## src/rtl/narrower32_16.sv

```systemverilog
// narrower32_16: splits 32-bit words into one compressed or two raw halfword beats with saturating stats
module narrower32_16 #(
  parameter int CNT_W = 16
) (
  input  logic             clk,
  input  logic             rst,
  input  logic             in_valid,
  output logic             in_ready,
  input  logic [31:0]      in,
  input  logic             sign_mode,
  output logic             out_valid,
  input  logic             out_ready,
  output logic [15:0]      out,
  output logic             out_ext,
  output logic             out_fits,
  output logic             out_last,
  output logic [CNT_W-1:0] fit_cnt,
  output logic [CNT_W-1:0] split_cnt
);
  typedef enum logic [1:0] {IDLE, ONE, LOW, HIGH} state_t;
  state_t state, nxt;
  logic [31:0] word;
  logic ext, fits;
  logic ext_in, fits_in;
  assign ext_in  = sign_mode & in[15];
  assign fits_in = in[31:16] == {16{ext_in}};
  always_ff @(posedge clk or posedge rst)
    if (rst) state <= IDLE;
    else state <= nxt;
  always_ff @(posedge clk or posedge rst)
    if (rst) begin
      word <= '0;
      ext  <= 1'b0;
      fits <= 1'b0;
    end else if (state == IDLE && in_valid) begin
      word <= in;
      ext  <= ext_in;
      fits <= fits_in;
    end
  always_ff @(posedge clk or posedge rst)
    if (rst) begin
      fit_cnt   <= '0;
      split_cnt <= '0;
    end else begin
      if (state == ONE && out_ready && fit_cnt != '1) fit_cnt <= fit_cnt + 1'b1;
      if (state == HIGH && out_ready && split_cnt != '1) split_cnt <= split_cnt + 1'b1;
    end
  // Outputs decode only registered state, so there is no input-to-output path
  always_comb begin
    nxt       = state;
    in_ready  = 1'b0;
    out_valid = 1'b0;
    out       = '0;
    out_ext   = 1'b0;
    out_fits  = 1'b0;
    out_last  = 1'b0;
    case (state)
      IDLE: begin
        in_ready = 1'b1;
        nxt      = in_valid ? (fits_in ? ONE : LOW) : IDLE;
      end
      ONE: begin
        out_valid = 1'b1;
        out       = word[15:0];
        out_ext   = ext;
        out_fits  = fits;
        out_last  = 1'b1;
        nxt       = out_ready ? IDLE : ONE;
      end
      LOW: begin
        out_valid = 1'b1;
        out       = word[15:0];
        nxt       = out_ready ? HIGH : LOW;
      end
      default: begin
        out_valid = 1'b1;
        out       = word[31:16];
        out_last  = 1'b1;
        nxt       = out_ready ? IDLE : HIGH;
      end
    endcase
  end
endmodule

```

## config.mk

```make
export PLATFORM = sky130hd
export DESIGN_NAME = narrower32_16
export DESIGN_NICKNAME = d
export VERILOG_FILES = /design/src/rtl/narrower32_16.sv
export SDC_FILE = /design/constraint.sdc
export NUM_CORES = 1
export LEC_CHECK = 0
export ABC_AREA = 1
export CELL_PAD_IN_SITES_DETAIL_PLACEMENT = 1
export CELL_PAD_IN_SITES_GLOBAL_PLACEMENT = 1
export CORE_ASPECT_RATIO = 1.5
export CORE_MARGIN = 2
export CORE_UTILIZATION = 36
export CTS_CLUSTER_DIAMETER = 60
export CTS_CLUSTER_SIZE = 25
export DETAILED_ROUTE_END_ITERATION = 8
export HOLD_SLACK_MARGIN = 0.15
export PLACE_DENSITY_LB_ADDON = 0.1
export REMOVE_ABC_BUFFERS = 1
export SLEW_MARGIN = 15
export SYNTH_ARGS = -nofsm -noshare
export SYNTH_HDL_FRONTEND = slang
export SYNTH_SLANG_ARGS = --single-unit
export TNS_END_PERCENT = 100
```

## constraint.sdc

```tcl
create_clock -name clk -period 2.85 [get_ports clk]
set_clock_uncertainty 0.05 [all_clocks]
set_input_delay 0.57 -clock clk [delete_from_list [all_inputs] [get_ports clk]]
set_output_delay 0.57 -clock clk [all_outputs]
set_load 0.01 [all_outputs]
```

==> qor_table.md, run 1 <==
| Step | Parameter | Value |
|:---|:---|:---|
| setup path | Largest fanout on the critical path | 16 |
| synth | Share of the synthesized netlist area taken by xor and xnor gates | 0.05421 |
| min path | Class of the tightest hold or removal check | flop to flop |
| cts | TritonCTS sink count | 68 |
| synth | Fraction of synthesized cell area taken by the top area cell type | 0.4389 |
| setup path | Arrival @ worst endpoint | 2.07 ns |
| synth | Compound-gate portion of the synthesized area | 0.05582 |
| timing | Unrepaired setup endpoints after global routing | no |
| detailed routing | Routed vias | 3720 |
| floorplan | Cell Rows | 46 |
| timing | Number of failing hold endpoints at the final stage | 0 |
| synth | Synth top cells by count | sky130_fd_sc_hd__nand2_1, sky130_fd_sc_hd__dfrtp_1, sky130_fd_sc_hd__nor2_1 |
| power | Total power divided by cell area | 897.2 nW/µm² |
| floorplan | I/O pin cnt | 90 |
| synth | Post-synthesis adder-cell area fraction | 0.02259 |
| synth | Top flip-flop cell by instance count after synthesis | sky130_fd_sc_hd__dfrtp_1 |
| timing | Headroom to the max-slew limit | 0.6294 |
| timing | Period minus WS final | 2.686 ns |
| setup path | Data required time at the worst endpoint | 2.23 ns |
| synth | Total of flip-flops plus latches after synthesis | 68 |
| synth | Leading cell type by number of instances after synthesis | sky130_fd_sc_hd__nand2_1 |
| layout | Antenna cells | 0 |
| synth | Post-synth top area cell | sky130_fd_sc_hd__dfrtp_1 |
| timing | Post-Route Setup TNS | 0 ns |
| global route | Global-route wire length before repair | 18.87 mm |
| synth | Distinct cell type count after synthesis | 28 |
| synth | Count of flip-flops with a built-in enable after synthesis | 0 |
| layout | Final cell area excluding filler cells | 5205 µm² |
| layout | Post-layout nets | 666 |
| detailed routing | Drt wl/cell | 14.12 µm |
| floorplan | Core area | 10530 µm² |
| global route | Overall routing resource usage | 0.2030 |
| cts | Cts hold-fix bufs | 0 |
| timing | Final setup viols | 0 |
| synth | Dominant combinational cell family by area after synthesis | simple AND/OR/NAND/NOR gates |
| cts | Clock insertion delay at the later pin of the skew report | 0.33 ns |
| cts | Bufs on Longest Clock Path | 2 |
| synth | Post-synthesis average cell area | 7.288 µm² |
| detailed routing | Via count normalized by instance count | 4.831 |
| setup path | Critical path endpoint category | primary output |
| layout | Share of layout cells above drive strength 1 | 0.06390 |
| layout | Layout area overhead | 34.24% |
| placement | Global placement routability congestion | 0.7835 |
| detailed routing | DRT Wirelength | 10.87 mm |
| cts | Buffer count from post-CTS setup fixing | 0 |
| synth | Multiplexer fraction of the synthesized cell area | 0 |
| global route | Initial antenna violation count | 0 |
| floorplan | Effective utilization at floorplan | 0.3681 |
| global route | Overflow after GRT | 0 |
| cts | H-tree depth reported by CTS | 3 |
| power | Worst VDD drop | 548.4 µV |
| synth | Ranking of synthesized cells by area | sky130_fd_sc_hd__dfrtp_1, sky130_fd_sc_hd__nand2_1, sky130_fd_sc_hd__nor2_1, sky130_fd_sc_hd__inv_1, sky130_fd_sc_hd__nand3_1 |
| cts | Clock transition at the registers of the reported paths | 0.06 ns |
| synth | Post-synthesis async set-or-reset flop share | 1.000 |
| run | Max-cap viol count | 0 |
| global route | Number of global-route vias before repair | 4122 |
| synth | Synthesized-area fraction occupied by and/or/nand/nor cells | 0.3559 |
| synth | Mapped cell area | 3877 µm² |
| synth | Synthesized instance count | 532 |
| floorplan | Height of the die | 131.1 µm |
| floorplan | Overall die area | 11630 µm² |
| cts | Num CTS Buffers | 9 |
| cts | CTS tree | built |
| detailed routing | Initial detailed-routing violation count | 75 |
| synth | Proportion of synthesized chip area in sequential cells | 0.4389 |
| timing | Max frequency | 0.3723 GHz |
| setup path | Kind of critical path | flop to primary output |
| synth | Total of warnings raised by yosys | 0 |
| global route | Largest net degree at the start of global routing | 69 |
| outcome | Status | completed |
| cts | Root buffer cell | sky130_fd_sc_hd__clkbuf_16 |
| timing | Slew Viols, Final | 0 |
| power | Pleak | 0.002445 µW |
| placement | Port Buffers | 89 |
| placement | Placed standard-cell area | 4927 µm² |
| setup path | Category of the worst setup path launch point | flop |
| detailed routing | Residual DRC | 0 |
| timing | Measured slew at the worst slew-check pin | 0.5553 ns |
| detailed routing | Post-DRT Antenna Nets | 0 |
| placement | DP HPWL | 8.025 mm |
| timing | Final Cycle Share | 0.9424 |
| floorplan | Floorplan die width | 88.74 µm |
| detailed routing | First-pass iteration count of the detailed router | 4 |
## placed cells by master (no fill, tap or decap)
master,count
sky130_fd_sc_hd__nor2_1,47
sky130_fd_sc_hd__or2_2,1
sky130_fd_sc_hd__nand2_4,1
sky130_fd_sc_hd__clkdlybuf4s50_1,89
sky130_fd_sc_hd__nand2_2,2
sky130_fd_sc_hd__dfrtp_1,68
sky130_fd_sc_hd__nand3b_1,4
sky130_fd_sc_hd__nand3_2,3
sky130_fd_sc_hd__nand4_1,8
sky130_fd_sc_hd__nand2_1,224
sky130_fd_sc_hd__nand3b_2,1
sky130_fd_sc_hd__clkinv_1,1
sky130_fd_sc_hd__nand3_1,33
sky130_fd_sc_hd__clkbuf_8,2
sky130_fd_sc_hd__nor3_1,4
sky130_fd_sc_hd__o21ai_2,7
sky130_fd_sc_hd__xor2_1,10
sky130_fd_sc_hd__o21ai_0,31
sky130_fd_sc_hd__nor3_2,1
sky130_fd_sc_hd__inv_2,2
sky130_fd_sc_hd__clkbuf_1,2
sky130_fd_sc_hd__nor3_4,1
sky130_fd_sc_hd__clkinv_2,2
sky130_fd_sc_hd__inv_4,1
sky130_fd_sc_hd__inv_1,44
sky130_fd_sc_hd__clkbuf_16,9
sky130_fd_sc_hd__buf_4,3
sky130_fd_sc_hd__buf_6,2
sky130_fd_sc_hd__xnor2_1,14
sky130_fd_sc_hd__ha_1,7
sky130_fd_sc_hd__buf_12,2
## per-layer routing
layer  GRT usage  vias to the layer above  routed length, µm
met5           0                        -                  0
met4     0.07576                        0                237
met3     0.03518                       17                362
met2      0.3706                       65               5974
met1      0.2256                     1808               4297
li1            -                     1830                  -
## registers in the layout, indices dropped and copies added, names as in the netlist
signal and count:
ext 1, word 32, state 2, fits 1, fit_cnt 16, split_cnt 16
## worst max-delay path, stage by stage, from the launching register on
cell and delay [ns]:
sky130_fd_sc_hd__dfrtp_1 0.41, sky130_fd_sc_hd__inv_1 0.09, sky130_fd_sc_hd__ha_1 0.29, sky130_fd_sc_hd__buf_6 0.19, sky130_fd_sc_hd__nand3_1 0.09, sky130_fd_sc_hd__o21ai_0 0.10, sky130_fd_sc_hd__clkdlybuf4s50_1 0.56
## final timing paths
check / endpoint / startpoint / cells past startpoint / slack (ns)
worst max-delay path: out[7] / state[1] / 6 / 0.16
max in group asynchronous: state[1] / rst / 3 / 1.86
min in group asynchronous: split_cnt[15] / rst / 3 / 0.60
worst max register to register: split_cnt[8] / split_cnt[0] / 8 / 0.78
worst min-delay path: word[11] / word[11] / 2 / 0.43
worst min register to register: word[11] / word[11] / 2 / 0.43
## where the power goes
group | leakage [µW] | internal [µW] | switching [µW] | total (µW)
sequential | 0.000876 | 1320 | 283 | 1600
combinational | 0.00143 | 974 | 1070 | 2040
clock | 0.000135 | 629 | 400 | 1030
## repair_timing
item	CTS	global route
endpoints found under the hold margin	0	0
resized for setup	0	2
endpoints found under the setup margin	0	2
## per-stage QoR
stage / power, µW / std cells / setup WS [ns] / hold WS (ns) / utilization
3_3_place_gp: 3584 / 755 / 0.5674 / 0.4143 / 0.4678
5_1_grt: 5042 / 770 / 0.05171 / 0.4623 / 0.4942
3_5_place_dp: 3663 / 755 / 0.4534 / 0.4184 / 0.4678
2_1_floorplan: 2601 / 515 / 0.5185 / 0.3992 / -
6_report: 4670 / 770 / 0.1640 / 0.4300 / 0.4942
4_1_cts: 4729 / 770 / 0.08519 / 0.4326 / 0.4935
## logic make-up after synthesis
kind of cell,count (synthesis)
AO/OA/AOI/OAI,38
AND/OR/NAND/NOR,330
XOR/XNOR,24
flip-flops,68
buffers and inverters,65
adder cells (fa/ha/maj),7
## area by class of cell
cell class	count	area [µm²]
clock buffers	13	260.3
clock inverters	2	10.01
fillers	1319	5328
inverters	48	182.7
multi-input cells	399	1894
flip-flops and latches	68	1702
well taps	144	180.2
repair buffers	96	975.9
Power figures use the tool's default switching activity.
==> inputs of run 2 (changes only) <==
Settings changed: GPL_TIMING_DRIVEN from default to 0, MAX_ROUTING_LAYER from default to met4.
==> qor_table.md, run 2 (synthesized netlist as in run 1, its figures left out) <==
| Step | Parameter | Value |
|:---|:---|:---|
| floorplan | Cell Rows | 46 |
| floorplan | I/O pin cnt | 90 |
| cts | Bufs on Longest Clock Path | 2 |
| detailed routing | Routed vias | 3726 |
| floorplan | Effective utilization at floorplan | 0.3681 |
| setup path | Setup slack, reg-to-reg | 0.39 ns |
| cts | H-tree depth reported by CTS | 3 |
| placement | DP HPWL | 8.180 mm |
| setup path | Worst Reg2Reg Path Length in Cells | 8 |
| timing | Number of failing hold endpoints at the final stage | 0 |
| layout | Share of layout cells above drive strength 1 | 0.05673 |
| cts | Clock insertion delay at the later pin of the skew report | 0.33 ns |
| setup path | Category of the worst setup path launch point | flop |
| setup path | Cell with the largest stage delay on the worst path | sky130_fd_sc_hd__clkdlybuf4s50_1 |
| global route | Number of global-route vias before repair | 3983 |
| cts | TritonCTS sink count | 68 |
| min path | Startpoint of the most critical hold path | word[13] |
| timing | Final Cycle Share | 0.9578 |
| setup path | WP depth | 5 |
| min path | Class of the tightest hold or removal check | flop to flop |
| cts | Cts hold-fix bufs | 0 |
| layout | Most frequent cells in the layout | sky130_fd_sc_hd__nand2_1, sky130_fd_sc_hd__clkdlybuf4s50_1, sky130_fd_sc_hd__dfrtp_1 |
| power | Total power divided by cell area | 898.1 nW/µm² |
| cts | Num CTS Buffers | 9 |
| layout | Seq. cell area | 1702 µm² |
| timing | Headroom to the max-slew limit | 0.2605 |
| setup path | Largest incremental delay on the critical path | 0.57 ns |
| setup path | WP buf/inv | 2 |
| layout | Area of the multi-input gates | 1919 µm² |
| layout | Number of flip-flops under the largest register name | 32 |
| outcome | Status | completed |
| timing | Slew Viols, Final | 0 |
| global route | Overall routing resource usage | 0.2158 |
| cts | CTS tree | built |
| detailed routing | First-pass iteration count of the detailed router | 4 |
| floorplan | Core area | 10530 µm² |
| layout | Largest register by flop count | word |
| placement | Placed standard-cell area | 4872 µm² |
| layout | Number of fill cells | 1310 |
| setup path | Arrival @ worst endpoint | 2.11 ns |
| floorplan | Floorplan die width | 88.74 µm |
| setup path | FF-to-FF Start | state[1] |
| layout | Layout area overhead | 32.91% |
| setup path | Kind of critical path | flop to primary output |
| cts | Root buffer cell | sky130_fd_sc_hd__clkbuf_16 |
| timing | Unrepaired setup endpoints after global routing | no |
| layout | Largest registers | word (32), fit_cnt (16), split_cnt (16) |
| setup path | FF-to-FF End | state[0] |
| min path | Worst-case hold path end point | word[13] |
| cts | Buffer count from post-CTS setup fixing | 0 |
| run | Max-cap viol count | 0 |
| cts | Clock transition at the registers of the reported paths | 0.05 ns |
| placement | Post-Place Worst Slack | -0.4703 ns |
| detailed routing | Post-DRT Antenna Nets | 0 |
| floorplan | Overall die area | 11630 µm² |
| placement | Global placement routability congestion | 0.8221 |
| setup path | Critical path endpoint category | primary output |
| setup path | Top delay family on crit path | buffers and inverters |
| layout | Final cell area excluding filler cells | 5154 µm² |
| setup path | Largest fanout on the critical path | 16 |
| layout | Most common cell after layout, fill and taps aside | sky130_fd_sc_hd__nand2_1 |
| detailed routing | Drt wl/cell | 14.80 µm |
| global route | Overflow after GRT | 0 |
| power | Worst VDD drop | 423.1 µV |
| global route | Largest net degree at the start of global routing | 42 |
| detailed routing | Initial detailed-routing violation count | 116 |
| layout | Antenna cells | 0 |
| timing | Final setup viols | 0 |
| timing | Hold slack | 0.4255 ns |
| timing | Worst-case setup margin in the final layout | 0.1202 ns |
| detailed routing | Via count normalized by instance count | 4.896 |
| global route | Global-route wire length before repair | 19.10 mm |
| layout | Post-layout nets | 660 |
| detailed routing | Residual DRC | 0 |
| detailed routing | DRT Wirelength | 11.26 mm |
| timing | Max frequency | 0.3663 GHz |
| power | Pleak | 0.002394 µW |
| setup path | Crit-path cells | inv_1 > ha_4 > nand3_1 > o21ai_1 > clkdlybuf4s50_1 |
| setup path | Launching instance or port of the critical path | state[0] |
| floorplan | Height of the die | 131.1 µm |
| placement | Port Buffers | 89 |
| global route | Initial antenna violation count | 0 |
| timing | Measured slew at the worst slew-check pin | 1.107 ns |
| timing | Period minus WS final | 2.730 ns |
| setup path | Data required time at the worst endpoint | 2.23 ns |
| min path | Min-Delay Path Depth | 2 |
run 2: cell types whose count changed in the layout (fill, tap and decap cells not counted), sizes merged:
cell,change
buf,-6
clkinv,-2
clkbuf,-1
run 2: worst max-delay path by stage:
stage / slack (ns) / endpoint
3_3_place_gp: -0.84 / word[6]
3_5_place_dp: -0.47 / out[7]
2_1_floorplan: 0.52 / ext
6_report: 0.12 / out[7]
4_1_cts: 0.002 / out[8]
5_1_grt: 0.0006 / out[7]
run 2: through the flow:
step                utilization  std cells  total power (µW)  TNS (ns)
floorplan                     -        515              2601         0
global placement         0.4604        748              3552    -75.17
detailed placement       0.4626        749              3631    -5.135
CTS                      0.4879        761              4696         0
global route             0.4893        761              4979         0
finish                   0.4893        761              4628         0
run 2: what timing repair did:
| item | CTS | global route |
|---|---|---|
| setup endpoints to repair | 17 | 33 |
| gates resized for setup | 6 | 4 |
| pin swaps | 0 | 1 |
run 2: final cells by class:
| cell class | count | share of cell area |
|---|---|---|
| Clock buffer | 12 | 0.04783 |
| Inverter | 48 | 0.03787 |
| Multi-Input combinational cell | 399 | 0.3724 |
| Tap cell | 144 | 0.03496 |
| Timing Repair Buffer | 90 | 0.1767 |
| Sequential cell | 68 | 0.3302 |
run 2: worst reg2reg max path: stages (launching register included):
cell                      delay, ns
sky130_fd_sc_hd__dfrtp_1       0.43
sky130_fd_sc_hd__inv_1         0.15
sky130_fd_sc_hd__ha_4          0.18
sky130_fd_sc_hd__nand2_1       0.64
sky130_fd_sc_hd__inv_6         0.57
sky130_fd_sc_hd__nand3_1       0.17
sky130_fd_sc_hd__nand2_1       0.08
sky130_fd_sc_hd__nand2_1       0.05
sky130_fd_sc_hd__nand2_1       0.07
run 2: layer usage:
layer | global-route usage | share of wire | vias up
met3 | 0.03204 | 0.025 | 16
li1 | - | - | 1822
met1 | 0.2308 | 0.38 | 1825
met2 | 0.3885 | 0.58 | 63
met4 | 0.07997 | 0.020 | 0
met5 | - | 0 | -
run 2: where the power goes:
part           internal, µW  leakage, µW  total, µW  switching (µW)
Sequential             1320     0.000876       1600             285
Combinational           961      0.00140       2050            1090
Clock                   593     0.000120        977             384
Total                  2870      0.00239       4630            1760
==> inputs of run 3 (changes only) <==
Settings changed: RECOVER_POWER from default to 100.
==> qor_table.md, run 3 (synthesized netlist as in run 1, its figures left out) <==
| Step | Parameter | Value |
|:---|:---|:---|
| detailed routing | Routed vias | 3716 |
| power | Pleak | 0.002459 µW |
| floorplan | Core area | 10530 µm² |
| global route | Global-route wire length before repair | 19.10 mm |
| outcome | Status | complete, but fails checks |
| global route | Initial antenna violation count | 0 |
| layout | Largest registers | word (32), fit_cnt (16), split_cnt (16) |
| timing | Period minus WS final | 2.731 ns |
| layout | Core utilization of the finished layout | 0.4830 |
| placement | Port Buffers | 89 |
| layout | Largest register by flop count | word |
| detailed routing | Top metal layer carrying routed signals | met4 |
| cts | Clock insertion delay at the later pin of the skew report | 0.33 ns |
| detailed routing | Drt wl/cell | 14.84 µm |
| floorplan | Overall die area | 11630 µm² |
| layout | Layout area overhead | 31.20% |
| timing | Final Cycle Share | 0.9581 |
| cts | Root buffer cell | sky130_fd_sc_hd__clkbuf_16 |
| detailed routing | DRT Wirelength | 11.29 mm |
| setup path | Category of the worst setup path launch point | flop |
| cts | TritonCTS sink count | 68 |
| floorplan | Effective utilization at floorplan | 0.3681 |
| layout | Post-layout nets | 660 |
| cts | Num CTS Buffers | 9 |
| detailed routing | Residual DRC | 0 |
| layout | Antenna cells | 0 |
| layout | Most common cell after layout, fill and taps aside | sky130_fd_sc_hd__nand2_1 |
| timing | Slew Viols, Final | 35 |
| global route | Largest net degree at the start of global routing | 42 |
| power | Worst VDD drop | 408.1 µV |
| detailed routing | First-pass iteration count of the detailed router | 4 |
| detailed routing | Initial detailed-routing violation count | 125 |
| timing | Hold slack | 0.4255 ns |
| cts | Clock transition at the registers of the reported paths | 0.05 ns |
| timing | Unrepaired setup endpoints after global routing | no |
| global route | Overall routing resource usage | 0.2158 |
| cts | CTS tree | built |
| power | Total power divided by cell area | 885.8 nW/µm² |
| min path | Class of the tightest hold or removal check | flop to flop |
| timing | Headroom to the max-slew limit | -0.1431 |
| cts | H-tree depth reported by CTS | 3 |
| outcome | Violations in the final reports | max-capacitance violations, max-slew violations |
| global route | Overflow after GRT | 0 |
| placement | DP HPWL | 8.180 mm |
| layout | Share of layout cells above drive strength 1 | 0.03566 |
| detailed routing | Post-DRT Antenna Nets | 0 |
| timing | Final setup viols | 0 |
| floorplan | Height of the die | 131.1 µm |
| floorplan | Floorplan die width | 88.74 µm |
| run | Max-cap viol count | 1 |
| placement | Global placement routability congestion | 0.8221 |
| detailed routing | Wl on met1 | 4.307 mm |
| detailed routing | Met2 wire len | 6.468 mm |
| setup path | Arrival @ worst endpoint | 2.11 ns |
| cts | Bufs on Longest Clock Path | 2 |
| setup path | Data required time at the worst endpoint | 2.23 ns |
| setup path | Largest fanout on the critical path | 16 |
| floorplan | I/O pin cnt | 90 |
| layout | Most frequent cells in the layout | sky130_fd_sc_hd__nand2_1, sky130_fd_sc_hd__dfrtp_1, sky130_fd_sc_hd__clkdlybuf4s50_1 |
| timing | Max frequency | 0.3662 GHz |
| cts | Cts hold-fix bufs | 0 |
| layout | Number of flip-flops under the largest register name | 32 |
| timing | Number of failing hold endpoints at the final stage | 0 |
| floorplan | Cell Rows | 46 |
| global route | Number of global-route vias before repair | 3983 |
| setup path | Kind of critical path | flop to primary output |
| detailed routing | Wire length on met3 | 288 µm |
| detailed routing | Via count normalized by instance count | 4.883 |
| setup path | Critical path endpoint category | primary output |
| timing | Measured slew at the worst slew-check pin | 1.705 ns |
## run 3: changes by cell type in the layout (fill, tap and decap cells not counted), moves of 2 or more
cell | before | now
sky130_fd_sc_hd__clkdlybuf4s50_1 | 89 | 48
sky130_fd_sc_hd__o21ai_0 | 30 | 37
sky130_fd_sc_hd__inv_4 | 2 | 0
sky130_fd_sc_hd__o21ai_2 | 7 | 0
sky130_fd_sc_hd__nand3_1 | 33 | 35
sky130_fd_sc_hd__dlygate4sd3_1 | 0 | 41
sky130_fd_sc_hd__nand3_2 | 3 | 1
sky130_fd_sc_hd__nand2_1 | 224 | 226
sky130_fd_sc_hd__nor3_1 | 4 | 6
## run 3: power breakdown
part	switching [µW]	total (µW)	internal, µW
sequential	276	1590	1320
combinational	1060	1940	872
clock	384	978	593
total	1730	4510	2780
## run 3: worst max-delay path, stage by stage (launching register included)
cell and delay [ns]:
sky130_fd_sc_hd__dfrtp_1 0.44, sky130_fd_sc_hd__inv_1 0.13, sky130_fd_sc_hd__ha_4 0.42, sky130_fd_sc_hd__nand3_1 0.10, sky130_fd_sc_hd__o21ai_1 0.12, sky130_fd_sc_hd__clkdlybuf4s50_1 0.57
## run 3: final timing paths
check | slack, ns | end | cells past startpoint | start
max reg2reg | 0.38 | fit_cnt[11] | 8 | fit_cnt[0]
max | 0.12 | out[7] | 5 | state[0]
max in group asynchronous | 0.88 | word[8] | 3 | rst
min | 0.43 | word[13] | 2 | word[13]
min reg2reg | 0.43 | word[13] | 2 | word[13]
min in group asynchronous | 1.06 | fit_cnt[10] | 2 | rst
## run 3: what timing repair did
item,4_1_cts,5_1_grt
setup buffers,0,0
pin swaps,0,1
endpoints found under the setup margin,17,33
gates cloned,0,0
resized for setup,6,4
## run 3: cell type report
| cell class | instances | area, µm² |
|---|---|---|
| multi-input combinational | 399 | 1857 |
| fill | 1321 | 5445 |
| timing repair buffer | 90 | 910.9 |
| inverter | 48 | 191.4 |
| sequential | 68 | 1702 |
| clock buffer | 12 | 246.5 |
| tap | 144 | 180.2 |
## run 3: layer usage
metal / GRT usage / vias up
met3: 0.03204 / 17
met1: 0.2308 / 1808
met2: 0.3885 / 70
met5: - / -
met4: 0.07997 / 0
li1: - / 1821
## run 3: per-stage QoR
stage / area, µm² / std cells / setup TNS, ns / setup slack, ns / total power, µW
floorplan: 3779 / 515 / 0 / 0.5185 / 2601
global placement: 4850 / 748 / -75.17 / -0.8360 / 3552
detailed placement: 4872 / 749 / -5.135 / -0.4703 / 3631
CTS: 5139 / 761 / 0 / 0.002454 / 4696
global route: 5087 / 761 / 0 / 0.0005520 / 4858
finish: 5087 / 761 / 0 / 0.1193 / 4506
